<file path="config.mk">
export PLATFORM = sky130hd
export DESIGN_NAME = gpio_bus_master
export DESIGN_NICKNAME = d
export VERILOG_FILES = /design/src/rtl/gpio_pkg.sv /design/src/rtl/gpio_rmw_alu.sv /design/src/rtl/gpio_bus_master.sv
export SDC_FILE = /design/constraint.sdc
export NUM_CORES = 1
export LEC_CHECK = 0
export BUFFER_PORTS_ARGS = -buffer_cell sky130_fd_sc_hd__buf_2
export CAP_MARGIN = 20
export CELL_PAD_IN_SITES_DETAIL_PLACEMENT = 1
export CELL_PAD_IN_SITES_GLOBAL_PLACEMENT = 2
export CORE_MARGIN = 2
export CORE_UTILIZATION = 30
export DETAILED_ROUTE_END_ITERATION = 8
export PLACE_DENSITY_LB_ADDON = 0.1
export SYNTH_ARGS = -nofsm -noshare
export SYNTH_HDL_FRONTEND = slang
export SYNTH_SLANG_ARGS = --single-unit
</file>
<file path="constraint.sdc">
create_clock -name clk -period 2.3 [get_ports clk]
set_input_delay 0.345 -clock clk [delete_from_list [all_inputs] [get_ports clk]]
set_output_delay 0.345 -clock clk [all_outputs]
set_load 0.02 [all_outputs]
</file>
<file path="src/rtl/gpio_pkg.sv">
// gpio_pkg: shared widths, register map, op-codes and master FSM states for the GPIO register bus
package gpio_pkg;
   localparam int REG_WIDTH = 32;
   localparam logic [31:0] DDR_ADDR  = 32'd128;
   localparam logic [31:0] PIN_ADDR  = 32'd129;
   localparam logic [31:0] PORT_ADDR = 32'd130;
   typedef enum logic [2:0] {
      OP_READ  = 3'd0,
      OP_WRITE = 3'd1,
      OP_SET   = 3'd2,
      OP_CLR   = 3'd3,
      OP_TGL   = 3'd4
   } op_e;
   typedef enum logic [1:0] {
      S_IDLE = 2'd0,
      S_RD   = 2'd1,
      S_WR   = 2'd2,
      S_RESP = 2'd3
   } state_e;
endpackage

</file>
<file path="src/rtl/gpio_rmw_alu.sv">
// gpio_rmw_alu: new register value for SET/CLR/TGL from the value just read and the command mask
module gpio_rmw_alu #(
   parameter int REG_WIDTH = gpio_pkg::REG_WIDTH
) (
   input  logic [2:0]           op,
   input  logic [REG_WIDTH-1:0] old_val,
   input  logic [REG_WIDTH-1:0] mask,
   output logic [REG_WIDTH-1:0] new_val
);
   import gpio_pkg::*;
   always_comb begin
      new_val = op == OP_SET ? (old_val | mask) :
                op == OP_CLR ? (old_val & ~mask) :
                op == OP_TGL ? (old_val ^ mask) : mask;
   end
endmodule

</file>
<file path="src/rtl/gpio_bus_master.sv">
// gpio_bus_master: turns valid/ready GPIO commands into single-beat register reads, writes and
// atomic read-modify-writes, returning exactly one response per command
module gpio_bus_master #(
   parameter int                                 REG_WIDTH = gpio_pkg::REG_WIDTH,
   parameter logic [gpio_pkg::REG_WIDTH-1:0]     DDR_ADDR  = gpio_pkg::DDR_ADDR,
   parameter logic [gpio_pkg::REG_WIDTH-1:0]     PIN_ADDR  = gpio_pkg::PIN_ADDR,
   parameter logic [gpio_pkg::REG_WIDTH-1:0]     PORT_ADDR = gpio_pkg::PORT_ADDR,
   parameter int                                 READ_WAIT = 0
) (
   input  logic                 clk,
   input  logic                 arst_n,
   input  logic                 cmd_valid,
   output logic                 cmd_ready,
   input  logic [2:0]           cmd_op,
   input  logic [REG_WIDTH-1:0] cmd_addr,
   input  logic [REG_WIDTH-1:0] cmd_data,
   output logic                 rsp_valid,
   input  logic                 rsp_ready,
   output logic [REG_WIDTH-1:0] rsp_data,
   output logic                 rsp_err,
   output logic [REG_WIDTH-1:0] gpio_addr,
   output logic [REG_WIDTH-1:0] gpio_i_data,
   output logic                 we,
   input  logic [REG_WIDTH-1:0] gpio_o_data
);
   import gpio_pkg::*;
   state_e               state;
   logic [2:0]           op;
   logic [REG_WIDTH-1:0] mask;
   logic [2:0]           cnt;
   logic [REG_WIDTH-1:0] rmw_val;
   logic                 mapped;
   logic                 legal;
   // PIN is read-only, so any write or RMW aimed at it is rejected before touching the bus
   assign mapped = cmd_addr == DDR_ADDR || cmd_addr == PIN_ADDR || cmd_addr == PORT_ADDR;
   assign legal  = cmd_op <= OP_TGL && mapped && !(cmd_addr == PIN_ADDR && cmd_op != OP_READ);
   gpio_rmw_alu #(.REG_WIDTH(REG_WIDTH)) u_alu (
      .op      (op),
      .old_val (gpio_o_data),
      .mask    (mask),
      .new_val (rmw_val)
   );
   always_ff @(posedge clk or negedge arst_n) begin
      if (!arst_n) begin
         state       <= S_IDLE;
         cmd_ready   <= 1'b1;
         rsp_valid   <= 1'b0;
         rsp_err     <= 1'b0;
         rsp_data    <= '0;
         gpio_addr   <= '0;
         gpio_i_data <= '0;
         we          <= 1'b0;
         op          <= '0;
         mask        <= '0;
         cnt         <= '0;
      end else begin
         case (state)
            S_IDLE: if (cmd_valid) begin
               cmd_ready <= 1'b0;
               op        <= cmd_op;
               mask      <= cmd_data;
               cnt       <= 3'(READ_WAIT);
               if (!legal) begin
                  state     <= S_RESP;
                  rsp_valid <= 1'b1;
                  rsp_err   <= 1'b1;
                  rsp_data  <= '0;
               end else if (cmd_op == OP_WRITE) begin
                  state       <= S_WR;
                  gpio_addr   <= cmd_addr;
                  gpio_i_data <= cmd_data;
                  we          <= 1'b1;
               end else begin
                  state     <= S_RD;
                  gpio_addr <= cmd_addr;
               end
            end
            // address is held for READ_WAIT extra cycles so the pins settle before sampling
            S_RD: if (cnt != 3'd0) begin
               cnt <= cnt - 3'd1;
            end else if (op == OP_READ) begin
               state     <= S_RESP;
               rsp_valid <= 1'b1;
               rsp_data  <= gpio_o_data;
               gpio_addr <= '0;
            end else begin
               state       <= S_WR;
               gpio_i_data <= rmw_val;
               we          <= 1'b1;
            end
            S_WR: begin
               state       <= S_RESP;
               rsp_valid   <= 1'b1;
               rsp_data    <= gpio_i_data;
               we          <= 1'b0;
               gpio_addr   <= '0;
               gpio_i_data <= '0;
            end
            S_RESP: if (rsp_ready) begin
               state     <= S_IDLE;
               cmd_ready <= 1'b1;
               rsp_valid <= 1'b0;
               rsp_err   <= 1'b0;
               rsp_data  <= '0;
            end
            default: state <= S_IDLE;
         endcase
      end
   end
endmodule

</file>
After elaboration in Yosys (flattened, before gate mapping)
Cells that the tools add are included.
{"block": "word_totals", "regBits": 140, "inputBits": 103, "out_inout_bits": 100, "word_cells": 103}
{"block": "op_classes", "addsub": 1, "order_cmp": 1, "eq_ne": 19, "muxes": 46, "n_bitwise": 4, "reduce_logical": 21}
{"op": "two-way mux 32 bit", "count": 17}
{"op": "one-hot mux 32 bit (3 select lines)", "count": 2}
{"op": "one-hot mux 32 bit (4 select lines)", "count": 1}
{"op": "equality test 32 x 8 -> 1 bit, second input constant", "count": 3}
{"op": "bitwise AND 32 bit", "count": 1}
{"op": "NOT 32 bit", "count": 1}
{"op": "OR 32 bit", "count": 1}
{"op": "XOR 32 bit", "count": 1}
{"op": "!= test 2 bit, second input constant", "count": 9}
{"op": "two-way mux 1 bit", "count": 13}
{"op": "two-way mux 2 bit", "count": 5}
{"op": "AND reduction 5 bit", "count": 2}
{"op": "AND reduction 3 bit", "count": 3}
{"op": "nonzero test 3 bit", "count": 3}
{"op": "one-hot mux 2 bit (4 select lines)", "count": 1}
{"op": "equality test 3 x 2 -> 1 bit, second input constant", "count": 2}
{"op": "two-way mux 3 bit", "count": 2}
{"op": "one-hot mux 3 bit (2 select lines)", "count": 1}
{"op": "AND reduction 6 bit", "count": 1}
{"op": "equality test 2 bit, second input constant", "count": 2}
{"op": "one-hot mux 1 bit (2 select lines)", "count": 2}
{"op": "one-hot mux 1 bit (4 select lines)", "count": 1}
{"op": "AND reduction 4 bit", "count": 1}
{"op": "nonzero test 2 bit", "count": 2}
{"op": "12 further kinds", "count": 15}

Longest topological paths before layout
{"block": "logic_depth", "depth_word": 8, "mapped_depth": 10, "ltp_nobuf": 7}

Modules after synthesis
A second synthesis with hierarchy kept.
{"block": "hier_totals", "hier_cells": 883, "area_unflattened_um2": 8421.8}
{"mod": "gpio_bus_master", "n_inst": 1, "cells_each": 582, "area_per_inst_um2": 6047.0, "seq_area_each_um2": 3504.6}
{"mod": "gpio_rmw_alu", "n_inst": 1, "cells_each": 301, "area_per_inst_um2": 2374.8, "seq_area_each_um2": 0.0}

Worst setup path after synthesis
OpenSTA, ideal clock, no wires.
{"block": "synth_timing", "path_kind": "flip-flop to flip-flop", "start": "register state[0]", "end": "register rsp_data[0]", "setup_ns": 0.128, "arrival_ns": 2.036, "required_ns": 2.172, "path_slack_ns": 0.137, "stages_incl_launch_ff": 10, "path_buffers": 2, "period_less_slack_ns": 2.163, "path_cell_list": "dfrtp_1 inv_1 ha_1 nor2b_1 a21oi_1 o21ai_1 a211o_1 buf_2 buf_4 mux2_1"}
{"block": "synth_via", "elab_chain_len": 3, "elab_cells_between_ends": 11, "cone_classes": "eq/ne (8); mux (1); reduce/logical (2)"}
{"item": "start: declaration", "line_no": "gpio_bus_master.sv:27", "text": "state_e state;"}
{"item": "start signal: assignment", "line_no": "gpio_bus_master.sv:45", "text": "state <= S_IDLE;"}
{"item": "start signal: assignment", "line_no": "gpio_bus_master.sv:64", "text": "state <= S_RESP;"}
{"item": "start signal: assignment", "line_no": "gpio_bus_master.sv:69", "text": "state <= S_WR;"}
{"item": "equality test 2 x 1 -> 1 bit (tied with other cells)", "line_no": "gpio_bus_master.sv:57", "text": "case (state)"}
{"item": "!= test 2 bit (no source line)"}
{"item": "AND reduction 5 bit (no source line)"}
{"item": "end signal: assignment", "line_no": "gpio_bus_master.sv:84", "text": "rsp_data <= gpio_o_data;"}
{"item": "end signal: assignment", "line_no": "gpio_bus_master.sv:94", "text": "rsp_data <= gpio_i_data;"}
{"item": "end: declaration", "line_no": "gpio_bus_master.sv:19", "text": "output logic [REG_WIDTH-1:0] rsp_data,"}
Several ways; a longest one is shown, not always the timed one.
A chain may end at the register's enable or synchronous reset.

Final worst setup path
{"block": "layout_timing", "start": "register state[0]", "end": "register rsp_data[5]"}
Same word-level chain as after synthesis.

==> flow_summary.json <==
{
  "required_ns": 2.61,
  "p_leak_nw": 5.27,
  "antenna_left": 0,
  "multi_input_area_um2": 4180,
  "worstSetupStartpointType": "flip-flop",
  "cts_tree": "done",
  "finalNetCount": 1168,
  "grt.overflow.total": 0,
  "synth-simple-area-share_pct": 8.42,
  "gp_congestion": 0.736,
  "dp_hpwl_mm": 18.4,
  "synth_top_family_by_area": "compound AO/OA/AOI/OAI gates",
  "irDropWorstVdd_uv": 968,
  "yosys_warnings": 0,
  "syn_inst": 793,
  "ys_seq_elements": 140,
  "critPathKind": "flip-flop to flip-flop",
  "setup-violations-final": 0,
  "placementRows": 60,
  "drive_gt1_share_pct": 33.2,
  "grt_util_all_layers_pct": 19.3,
  "relSlewSlack_pct": 72.6,
  "fillers": 3071,
  "tightest_slew_ns": 0.411,
  "die_x_um": 169,
  "synth-compound-area-share_pct": 18.6,
  "min_period_ns": 2.10,
  "synthDistinctLibCells": 45,
  "tns_ns": 0,
  "max_freq_mhz": 475,
  "syn-mean-instance-area_um2": 10.3,
  "synth_top_area_share_pct": 42.4,
  "synthAdderAreaFrac_pct": 10.7,
  "numCtsBuffers": 17,
  "path_cells": "inv_1 > ha_1 > nor2b_1 > a21oi_2 > o21ai_1 > a211o_2 > buf_12 > mux2_1",
  "cts_root_buffer": "clkbuf_16",
  "path_max_fanout": 17,
  "grt_pass1_vias": 7396,
  "slowest_stage": "dfrtp_1",
  "synth_fp_nets": 966,
  "end_kind": "flip-flop",
  "hold_viol": 0,
  "first_pass_iters": 5,
  "power_mw": 16.1,
  "cp_slowest_stage_delay_ns": 0.41,
  "drt_iter0_markers": 208,
  "vias_per_cell": 5.14,
  "clock_path_buffers": 2,
  "die_area_um2": 28700,
  "clk_pin_slew_worst_paths_ns": 0.07,
  "timing.hold.ws_ns": 0.160,
  "seq_area_frac_synth_pct": 42.7,
  "synth_xor_area_share_pct": 0,
  "synth_edf_count": 0,
  "post_drt_wl_per_cell_um": 19.8,
  "reg2reg_setup_slack_ns": 0.20,
  "fin_area_um2": 10500,
  "synth_area_um2": 8200,
  "area_growth_pct": 28.4,
  "arrival_ns": 2.42,
  "postPlaceCellArea_um2": 9870,
  "io_pins": 203,
  "fin_cells": 1349,
  "synthMuxAreaShare_pct": 12.9,
  "htreeDepth": 4,
  "coreArea_um2": 26900,
  "wirelength_mm": 26.7,
  "clk_latency_ns": 0.43,
  "rsz0062_at_grt": "no",
  "drc": 0,
  "worstHoldPathType": "primary input to flip-flop",
  "synth.top_cells.by_area": "dfrtp_1 (42%), ha_1 (11%), mux2_2 (5.4%)",
  "clkSinkCount": 140,
  "antenna_cells": 0,
  "register_area_um2": 3510,
  "place_inst": 1316,
  "async_flop_share_pct": 100,
  "outcome": "finished, final reports clean",
  "initial_core_util_pct": 30.5,
  "power_density_nw_per_um2": 1530,
  "port_buffers": 202,
  "grt_start_max_net_pins": 54,
  "period_share_pct": 91.5,
  "synth_top_cell_by_area": "dfrtp_1",
  "vias": 6937,
  "finalMaxSlewViolations": 0,
  "finClkSkew_ns": 0.0105,
  "die_h_um": 169,
  "maxCapViolCount": 0,
  "synth_ff_type": "dfrtp_1",
  "antenna_found_initial": 2,
  "grt_pass1_wl_mm": 42.7
}
flip-flops by register name, summed over array words and instances (netlist names):
name and count:
op 3, gpio_i_data 32, gpio_addr 32, mask 32
we 1, rsp_err 1, state 2, cnt 3
rsp_data 32, rsp_valid 1, cmd_ready 1
power breakdown:
part           total [mW]  internal (mW)  switching (mW)
logic                8.91           3.67            5.24
registers            4.02           3.34           0.677
clock network        3.14           1.87            1.28
final cells by class:
class,count,share of cell area [%]
Clock buffer,17,4.04
Clock inverter,15,2.14
Inverter,76,2.71
Multi-Input combinational cell,516,39.7
Sequential cell,140,33.3
Tap cell,341,4.05
Timing Repair Buffer,244,14.1
synth_stat cells, drive strengths merged, types with 2 or more instances:
master / instances
nand2b: 3
o22ai: 34
nand4: 2
o211ai: 19
nand2: 42
nand3: 3
a32oi: 32
mux2: 69
ha: 70
nor3: 3
o21ai: 25
inv: 76
o311ai: 2
nor4: 7
nor2: 6
clkbuf: 48
mux2i: 28
a22o: 35
dfrtp: 139
or3: 20
buf: 13
a21oi: 69
and2: 33
layer usage:
layer	GRT usage, %	vias up	wire, um
li1	-	3271	-
met1	25.1	3497	12500
met2	33.4	143	12900
met3	3.08	22	1030
met4	4.98	4	246
met5	0	-	21
cells in the final DEF (no fill, tap or decap), types with 4 or more instances in the layout:
cell type,netlist,final
mux2i_1,28,28
o211ai_1,19,19
mux2_2,39,39
nand2_1,42,40
nor4_1,4,4
or3_1,20,20
inv_6,0,4
a21oi_1,68,67
dfrtp_1,139,137
inv_1,76,76
bufinv_16,0,4
o22ai_1,34,34
a32oi_1,32,32
and2_1,33,30
mux2_1,30,30
ha_1,70,70
buf_12,0,12
inv_8,0,4
a22o_1,35,35
buf_4,6,29
nor2_1,6,5
buf_2,7,201
o21ai_0,24,24
clkbuf_16,0,17
metrics by stage:
step | util, % | worst slack, ns
floorplan | - | 0.137
global placement | 36.7 | 0.0755
detailed placement | 36.7 | 0.0385
CTS | 39.2 | 0.0725
global route | 39.2 | 0.0196
finish | 39.2 | 0.195
what timing repair did:
item | CTS | global route
hold buffers | 1 | 0
resized for setup | 0 | 1
hold endpoints to repair | 33 | 0
buffers inserted | 0 | 0
setup endpoints to repair | 0 | 62
path summary, 6_finish.rpt:
check                              from             end  cells past startpoint
min                        cmd_data[13]        mask[13]                      2
min in group asynchronous        arst_n    gpio_addr[0]                      2
max reg2reg                    state[0]     rsp_data[5]                      8
max in group asynchronous        arst_n  gpio_i_data[3]                      3
min reg2reg                gpio_addr[9]    gpio_addr[9]                      1
max                            state[0]     rsp_data[5]                      8
critical path: cells and delay by family (launching register included):
kind	cells	cell delay, ns
muxes	1	0.32
and+or+nand+nor	1	0.16
adders and majority gates	1	0.22
AOI/OAI and AO/OA	3	0.60
buffers and inverters	2	0.25
DFF	1	0.41
cells by family (layout without fill, tap and decap cells):
group                    count (synthesis)  in the layout
AND/OR/NAND/NOR                        124            124
flip-flops                             140            140
AO/OA/AOI/OAI                          225            225
adder cells (fa/ha/maj)                 70             70
buffers and inverters                  137            352
multiplexers                            97             97
Note: power is estimated with default switching activity, not from simulation.
